--- src/rtl/muldiv_sched.sv ---
// Issue scheduler for the shared multi-cycle mul/div port: round-robin select
// from the CIQ, fixed-latency sequencing, early wake-up and completion broadcast.
module muldiv_sched #(
    parameter int CIQ_DEPTH = 16,
    parameter int PRF_WIDTH = 6,
    parameter int MUL_LAT   = 4,
    parameter int DIV_LAT   = 32,
    parameter int WAKE_LEAD = 2
) (
    input  logic                           clk,
    input  logic                           rst_n,
    input  logic [CIQ_DEPTH-1:0]           req_vec,
    input  logic [CIQ_DEPTH-1:0]           req_is_div,
    input  logic [CIQ_DEPTH*PRF_WIDTH-1:0] ciq_prd,
    input  logic [CIQ_DEPTH-1:0]           ciq_prd_v,
    input  logic                           flush,
    output logic [CIQ_DEPTH-1:0]           grant,
    output logic                           busy,
    output logic                           wake_v,
    output logic [PRF_WIDTH-1:0]           wake_prd,
    output logic                           done_v,
    output logic [PRF_WIDTH-1:0]           done_prd,
    output logic                           done_is_div
);

    localparam int PW     = $clog2(CIQ_DEPTH);
    localparam int MAXLAT = (MUL_LAT > DIV_LAT) ? MUL_LAT : DIV_LAT;
    localparam int CW0    = $clog2(MAXLAT);
    localparam int CW     = (CW0 < 5) ? 5 : CW0;

    localparam logic [CW-1:0] MUL_INIT = CW'(MUL_LAT - 1);
    localparam logic [CW-1:0] DIV_INIT = CW'(DIV_LAT - 1);
    localparam logic [CW-1:0] WAKE_CNT = CW'(WAKE_LEAD);

    typedef enum logic {S_IDLE, S_EXEC} state_t;

    state_t               r_st;
    logic [CW-1:0]        r_cnt;
    logic [PW-1:0]        r_ptr;
    logic [PRF_WIDTH-1:0] r_cur_prd;
    logic                 r_cur_prd_v;
    logic                 r_cur_div;

    logic                 w_exec;
    logic                 w_accept;
    logic                 w_grant_any;
    logic [PW-1:0]        w_grant_idx;
    logic [PW-1:0]        w_idx;

    assign w_exec = (r_st == S_EXEC);
    // rst_n gates acceptance so grant stays quiet while reset is held
    assign w_accept = rst_n && !flush && (!w_exec || (r_cnt == '0));

    always_comb begin
        w_grant_any = 1'b0;
        w_grant_idx = '0;
        w_idx       = '0;
        grant       = '0;
        if (w_accept) begin
            for (int i = 0; i < CIQ_DEPTH; i++) begin
                w_idx = r_ptr + PW'(i);
                if (!w_grant_any && req_vec[w_idx]) begin
                    w_grant_any = 1'b1;
                    w_grant_idx = w_idx;
                end
            end
        end
        grant[w_grant_idx] = w_grant_any;
    end

    always_ff @(posedge clk or negedge rst_n) begin
        if (!rst_n) begin
            r_st        <= S_IDLE;
            r_cnt       <= '0;
            r_ptr       <= '0;
            r_cur_prd   <= '0;
            r_cur_prd_v <= 1'b0;
            r_cur_div   <= 1'b0;
        end else if (flush) begin
            r_st  <= S_IDLE;
            r_cnt <= '0;
        end else if (w_grant_any) begin
            r_st        <= S_EXEC;
            r_cnt       <= req_is_div[w_grant_idx] ? DIV_INIT : MUL_INIT;
            r_ptr       <= w_grant_idx + PW'(1);
            r_cur_prd   <= ciq_prd[w_grant_idx*PRF_WIDTH +: PRF_WIDTH];
            r_cur_prd_v <= ciq_prd_v[w_grant_idx];
            r_cur_div   <= req_is_div[w_grant_idx];
        end else if (w_exec) begin
            if (r_cnt == '0) begin
                r_st <= S_IDLE;
            end else begin
                r_cnt <= r_cnt - CW'(1);
            end
        end
    end

    // Idle outputs are forced to tag 0, which is always ready
    assign busy        = w_exec && (r_cnt != '0);
    assign done_v      = w_exec && (r_cnt == '0) && !flush;
    assign wake_v      = w_exec && (r_cnt == WAKE_CNT) && r_cur_prd_v && !flush;
    assign wake_prd    = wake_v ? r_cur_prd : '0;
    assign done_prd    = done_v ? r_cur_prd : '0;
    assign done_is_div = done_v && r_cur_div;

endmodule

--- config.mk ---
export PLATFORM = sky130hd
export DESIGN_NAME = muldiv_sched
export DESIGN_NICKNAME = d
export VERILOG_FILES = /design/src/rtl/muldiv_sched.sv
export SDC_FILE = /design/constraint.sdc
export NUM_CORES = 1
export LEC_CHECK = 0
export ABC_AREA = 1
export BUFFER_PORTS_ARGS = -buffer_cell sky130_fd_sc_hd__buf_2
export CAP_MARGIN = 25
export CORE_ASPECT_RATIO = 0.7
export CORE_UTILIZATION = 50
export DETAILED_ROUTE_END_ITERATION = 8
export PLACE_DENSITY = 0.9
export SETUP_SLACK_MARGIN = 0.1
export SLEW_MARGIN = 40
export SYNTH_ARGS = -nofsm -noshare
export SYNTH_HDL_FRONTEND = slang
export SYNTH_SLANG_ARGS = --single-unit
--- constraint.sdc ---
create_clock -name clk -period 4.79 [get_ports clk]
set_clock_uncertainty 0.2 [all_clocks]
set_input_delay 0.2395 -clock clk [delete_from_list [all_inputs] [get_ports clk]]
set_output_delay 0.2395 -clock clk [all_outputs]
set_load 0.02 [all_outputs]
; Yosys cells after proc, flatten, opt, wreduce, memory -nomap -nowiden
; Cells that the tools add are included.
[totals]
reg_bits = 18
latch_bits = 0
ram_bits = 0
rom_bits = 0
input_bits = 147
out_inout_bits = 32
wordCells = 193
mem_count = 0
[op_classes]
add_sub_neg = 17
multipliers = 1
n_div = 0
n_lt_le_gt_ge = 18
eq_ne = 2
shift = 1
n_mux = 98
bitwise = 2
reduce_logical = 48
[op_table]
columns = operator, n
row1 = 96-bit by 8-bit indexed part select with 6-bit output, 1
row2 = "4-bit by 5-bit less-than comparator with 1-bit output, second input constant", 17
row3 = 1-bit binary-select mux with 4-bit select, 18
row4 = 4-bit 2-to-1 mux, 17
row5 = 1-bit 2-to-1 mux, 55
row6 = "4-bit adder, second input constant", 8
row7 = 1-bit logical AND, 25
row8 = 5-bit 2-to-1 mux, 5
row9 = 1-bit zero test, 17
row10 = "4-bit by 3-bit adder with 4-bit output, second input constant", 4
row11 = 16-bit bitwise AND, 1
row12 = 6-bit 2-to-1 mux, 2
row13 = "4-bit by 1-bit adder with 4-bit output, second input constant", 2
row14 = "4-bit by 2-bit adder with 4-bit output, second input constant", 2
row15 = "4-bit by 2-bit multiplier with 6-bit output, second input constant", 1
row16 = "5-bit by 2-bit == test with 1-bit output, second input constant", 1
row17 = 5-bit zero test, 1
row18 = 5-bit nonzero test, 1
row19 = "5-bit by 1-bit subtractor with 5-bit output, second input constant", 1
row20 = 1-bit demux with 4-bit select, 1
row21 = "4-bit by 1-bit greater-or-equal comparator with 1-bit output, second input constant", 1
row22 = 2-bit AND reduction, 2
row23 = "3-bit inequality test, second input constant", 1
row24 = 3-bit nonzero test, 1
row25 = other kinds (2), 2

; Longest topological paths before layout
[logic_depth]
word_depth = 69
mapped_depth = 31
mapped_depth_nobuf = 30

; Least setup slack after synthesis
; OpenSTA, ideal clock, no wires.
[synth_timing]
path_kind = register to output
start = register r_ptr[1]
end = output grant[1]
t_arrival_ns = 3.945
t_required_ns = 4.351
slack_ns = 0.405
path_stages_with_launch = 26
n_path_buf = 3
path_cell_list = dfrtp_1 -> inv_1 -> buf_2 -> ha_1 -> clkinv_1 -> nand3_1 -> nand3_1 -> nand2_1 -> nand2_1 -> nand2_2 -> nor2_8 -> nand4_4 -> nor2_8 -> nand4_4 -> nor2_4 -> nand4_4 -> nor2_2 -> nor2_1 -> nand3_2 -> nand3_2 -> inv_2 -> buf_6 -> buf_6 -> ha_1 -> inv_1 -> nor3_1
[synth_via]
elab_chain_len = 69
word_cells_on_any_way = 132
cone_classes = add/sub (15) / order compare (2) / mux (83) / bitwise (1) / reduce/logical (31)
[synth_rtl]
columns = element, line_no
row1 = start: declaration, 39  ; logic [PW-1:0] r_ptr;
row2 = start signal: assignment, 85  ; r_ptr <= w_grant_idx + PW'(1);
row3 = "parallel branches: the longest is 68 deep, another holds 4-bit by 1-bit adder with 4-bit output", n/a
row4 = 16-bit bitwise AND (no line) (*), n/a
row5 = end: declaration, 17  ; output logic [CIQ_DEPTH-1:0] grant,
; Mark *: on every way between the ends. The select of a mux whose other input is x is not followed.

; Final worst setup path
[layout_timing]
start = register r_ptr[1]
end = output grant[11]
; Same word-level chain as after synthesis.

==> flow_summary.yaml <==
run_status:
  status: "finished clean"
floorplan:
  row_count: 27
  core-area_um2: 8070
  start_util_pct: 52.9
  dieArea_um2: 8930
  dieWidth_um: 112
  die_h_um: 79.3
  ioPinCount: 179
timing:
  maxSlewViolCount: 0
  worst_slew_pin_slew_ps: 704
  rsz0062_at_grt: "true"
  tns_ps: 0
  period_share_pct: 95.4
  setup_viol: 0
  slew_headroom_pct: 53.0
  period_needed_ps: 4570
  hold_viol: 0
  fmax_ghz: 0.219
  whs_ps: 123
routing:
  ant_nets: 0
  avgRoutedWirePerCell_um: 15.2
  via_count: 6310
  vias_per_cell: 5.74
  drc_errors: 0
  drt-pass1-iter-count: 5
  totalWireLength_mm: 16.7
  drtIter0Drc: 806
yosys:
  yosysUniqueCellTypes: 39
  synth_nets: 971
  syn-cell-area_um2: 4270
  syn_avg_cell_area_um2: 5.27
  yosysWarnings: 0
  ys_ff_latch: 18
  synthCells: 811
  ys_seq_area_share_pct: 10.5
place:
  hpwlAfterDp_mm: 12.6
  place_congestion: 1.01
  place_area_um2: 5230
  io_buffers: 178
  dp.cells: 1075
final_layout:
  layout_common_cells: "nand2_1 (272), nand3_1 (202), buf_2 (178), inv_1 (80), nor2_1 (77)"
  final_util_pct: 70.9
  diodes: 0
  instances_no_fill: 1099
  drive_gt1_share_pct: 28.4
  layout.nets: 1159
  fillCellCount: 682
  regArea_um2: 453
  area_delta_synth_final_pct: 34.1
  final_common_cell: "nand2_1"
  final_area_um2: 5730
  multi_input_area_um2: 3450
pwr:
  seqPwrFrac_pct: 5.6
  p_sw_mw: 3.19
  clockPowerShare_pct: 3.7
  power_density_nw_per_um2: 876
  intPower_mw: 1.83
  sw_frac_of_total_pct: 63.5
  combPwrFrac_pct: 90.8
  ir_drop_mv: 0.386
  p_leak_nw: 3.24
setup_path:
  rrSetupSlack_ps: 310
  worstSetupPathDepth: 22
  crit_path_top_delay_cell: "dfrtp_1"
  cp.required_ps: 4350
  crit_buf_inv: 6
  reg2regPathDepth: 26
  crit_chain: "buf_4 -> ha_2 -> inv_1 -> nand2_2 -> xor2_2 -> nand3_1 -> nand2_2 -> nand4_1 -> nor2_2 -> nand4_1 -> nor2_2 -> nand4_2 -> nor2_4 -> nand4_4 -> o21ai_1 -> inv_1 -> nand2_2 -> inv_2 -> nor2_4 -> inv_1 -> nor2_1 -> buf_2"
  r2r_start: "r_ptr[1]$_DFFE_PN0P_"
  path_class: "flop to output port"
  crit_family: "simple AND/OR/NAND/NOR gates"
  timing.rr.end: "r_cur_prd[4]$_DFFE_PN0P_"
  endpoint_kind: "output port"
  worstPathArrival_ps: 4130
  cp-start-kind: "flop"
  slowest_delay_ps: 370
  crit_fanout: 13
global_route:
  grt_max_degree: 61
  grt_pass1_vias: 5049
  grtUsageTotal_pct: 33.9
  grt-ovfl-total: 0
  grt_pass1_wl_mm: 24.3
  grt_antenna_before_repair: 0
worst_hold_path:
  min_from: "flush"
  hold_depth: 4
  hp-class: "primary input to flop"
  min_to: "r_cnt[4]$_DFFE_PN0P_"
cts:
  tritoncts.num_buffers: 3
  cts_buffer_depth: 2
  clk_pin_slew_ps: 50
  clock_latency_ps: 250
  cts_tree: "built"
  cts_sinks: 18
  htree_levels: 1
  root_buffer: "clkbuf_16"
job:
  cap_violations: 0
-- worst min-delay path: cells and delay by family --
kind / cells / cell delay (ps)
and+or+nand+nor: 3 / 190
buffers and inverters: 1 / 100
-- sequential cells by signal, indices dropped and copies added (netlist names) --
| register | cells |
|---|---|
| r_cur_prd | 6 |
| r_ptr | 4 |
| r_cnt | 5 |
| r_cur_div | 1 |
| r_cur_prd_v | 1 |
| r_st | 1 |
-- stage by stage --
step                power, mW  setup slack, ps
floorplan                3.24              405
global placement         4.13              371
detailed placement       4.13              272
CTS                      4.34              125
global route             5.43           -0.467
finish                   5.02              223
-- cells by family (layout without fill, tap and decap cells) --
logic type,after synthesis,after routing,synth area share [%]
fa+ha+maj,13,13,3.81
xor+xnor,13,13,2.66
flops,18,18,10.5
mux,1,1,0.234
buf+inv,123,310,13.0
simple gates,617,617,66.1
compound gates,26,26,3.60
-- what timing repair did --
action	in CTS	in global routing
endpoints found under the hold margin	18	0
gates resized for setup	2	39
hold buffers	1	0
endpoints found under the setup margin	8	27
cloned	0	3
setup buffers	0	16
pin swaps	0	6
-- cell type report --
type,count,share of cell area (%)
multi-input cells,670,60.3
repair buffers,214,21.8
flip-flops and latches,18,7.91
inverters,91,6.14
well taps,101,2.21
clock buffers,4,1.55
repair inverters,1,0.0874
-- how the worst max path moves through the flow --
| stage | start | to | slack, ps |
|---|---|---|---|
| detailed placement | r_ptr[2]$_DFFE_PN0P_ | grant[1] | 270 |
| global placement | r_ptr[2]$_DFFE_PN0P_ | grant[1] | 370 |
| global route | r_ptr[1]$_DFFE_PN0P_ | grant[1] | -0.5 |
| finish | r_ptr[1]$_DFFE_PN0P_ | grant[11] | 220 |
| floorplan | r_ptr[1]$_DFFE_PN0P_ | grant[1] | 410 |
| CTS | r_ptr[1]$_DFFE_PN0P_ | grant[1] | 130 |
-- cell usage after synthesis, drive strengths merged --
master,number,area (um2)
nand2,284,1090
nand3,209,1060
nor2,91,412
inv,89,337
buf,28,196
nand4,25,214
dfrtp,18,450
ha,13,163
o21ai,11,58.8
a21oi,9,48.8
xor2,9,78.8
nor3,6,35.0
clkbuf,4,15.0
xnor2,4,35.0
o21a,3,22.5
clkinv,2,8.75
a22oi,1,7.51
and2,1,6.26
mux2i,1,10.0
o21bai,1,7.51
o221ai,1,8.76
or2,1,6.26
-- power by group through the flow --
stage / clock [mW] / sequential, mW / combinational [mW]
final: 0.184 / 0.279 / 4.56
after global routing: 0.190 / 0.284 / 4.95
after CTS: 0.185 / 0.270 / 3.89
after detailed placement: 0 / 0.270 / 3.86
after global placement: 0 / 0.269 / 3.86
after floorplan: 0 / 0.249 / 2.99
-- layer usage --
layer / GRT usage, % / vias to the layer above / part of all wire, %
met1: 49.6 / 2771 / 41
met2: 51.0 / 485 / 43
met4: 6.40 / 0 / 2.6
li1: - / 2997 / -
met3: 7.10 / 57 / 14
met5: 0 / - / 0
No activity file was read; power rests on OpenSTA's default activity.
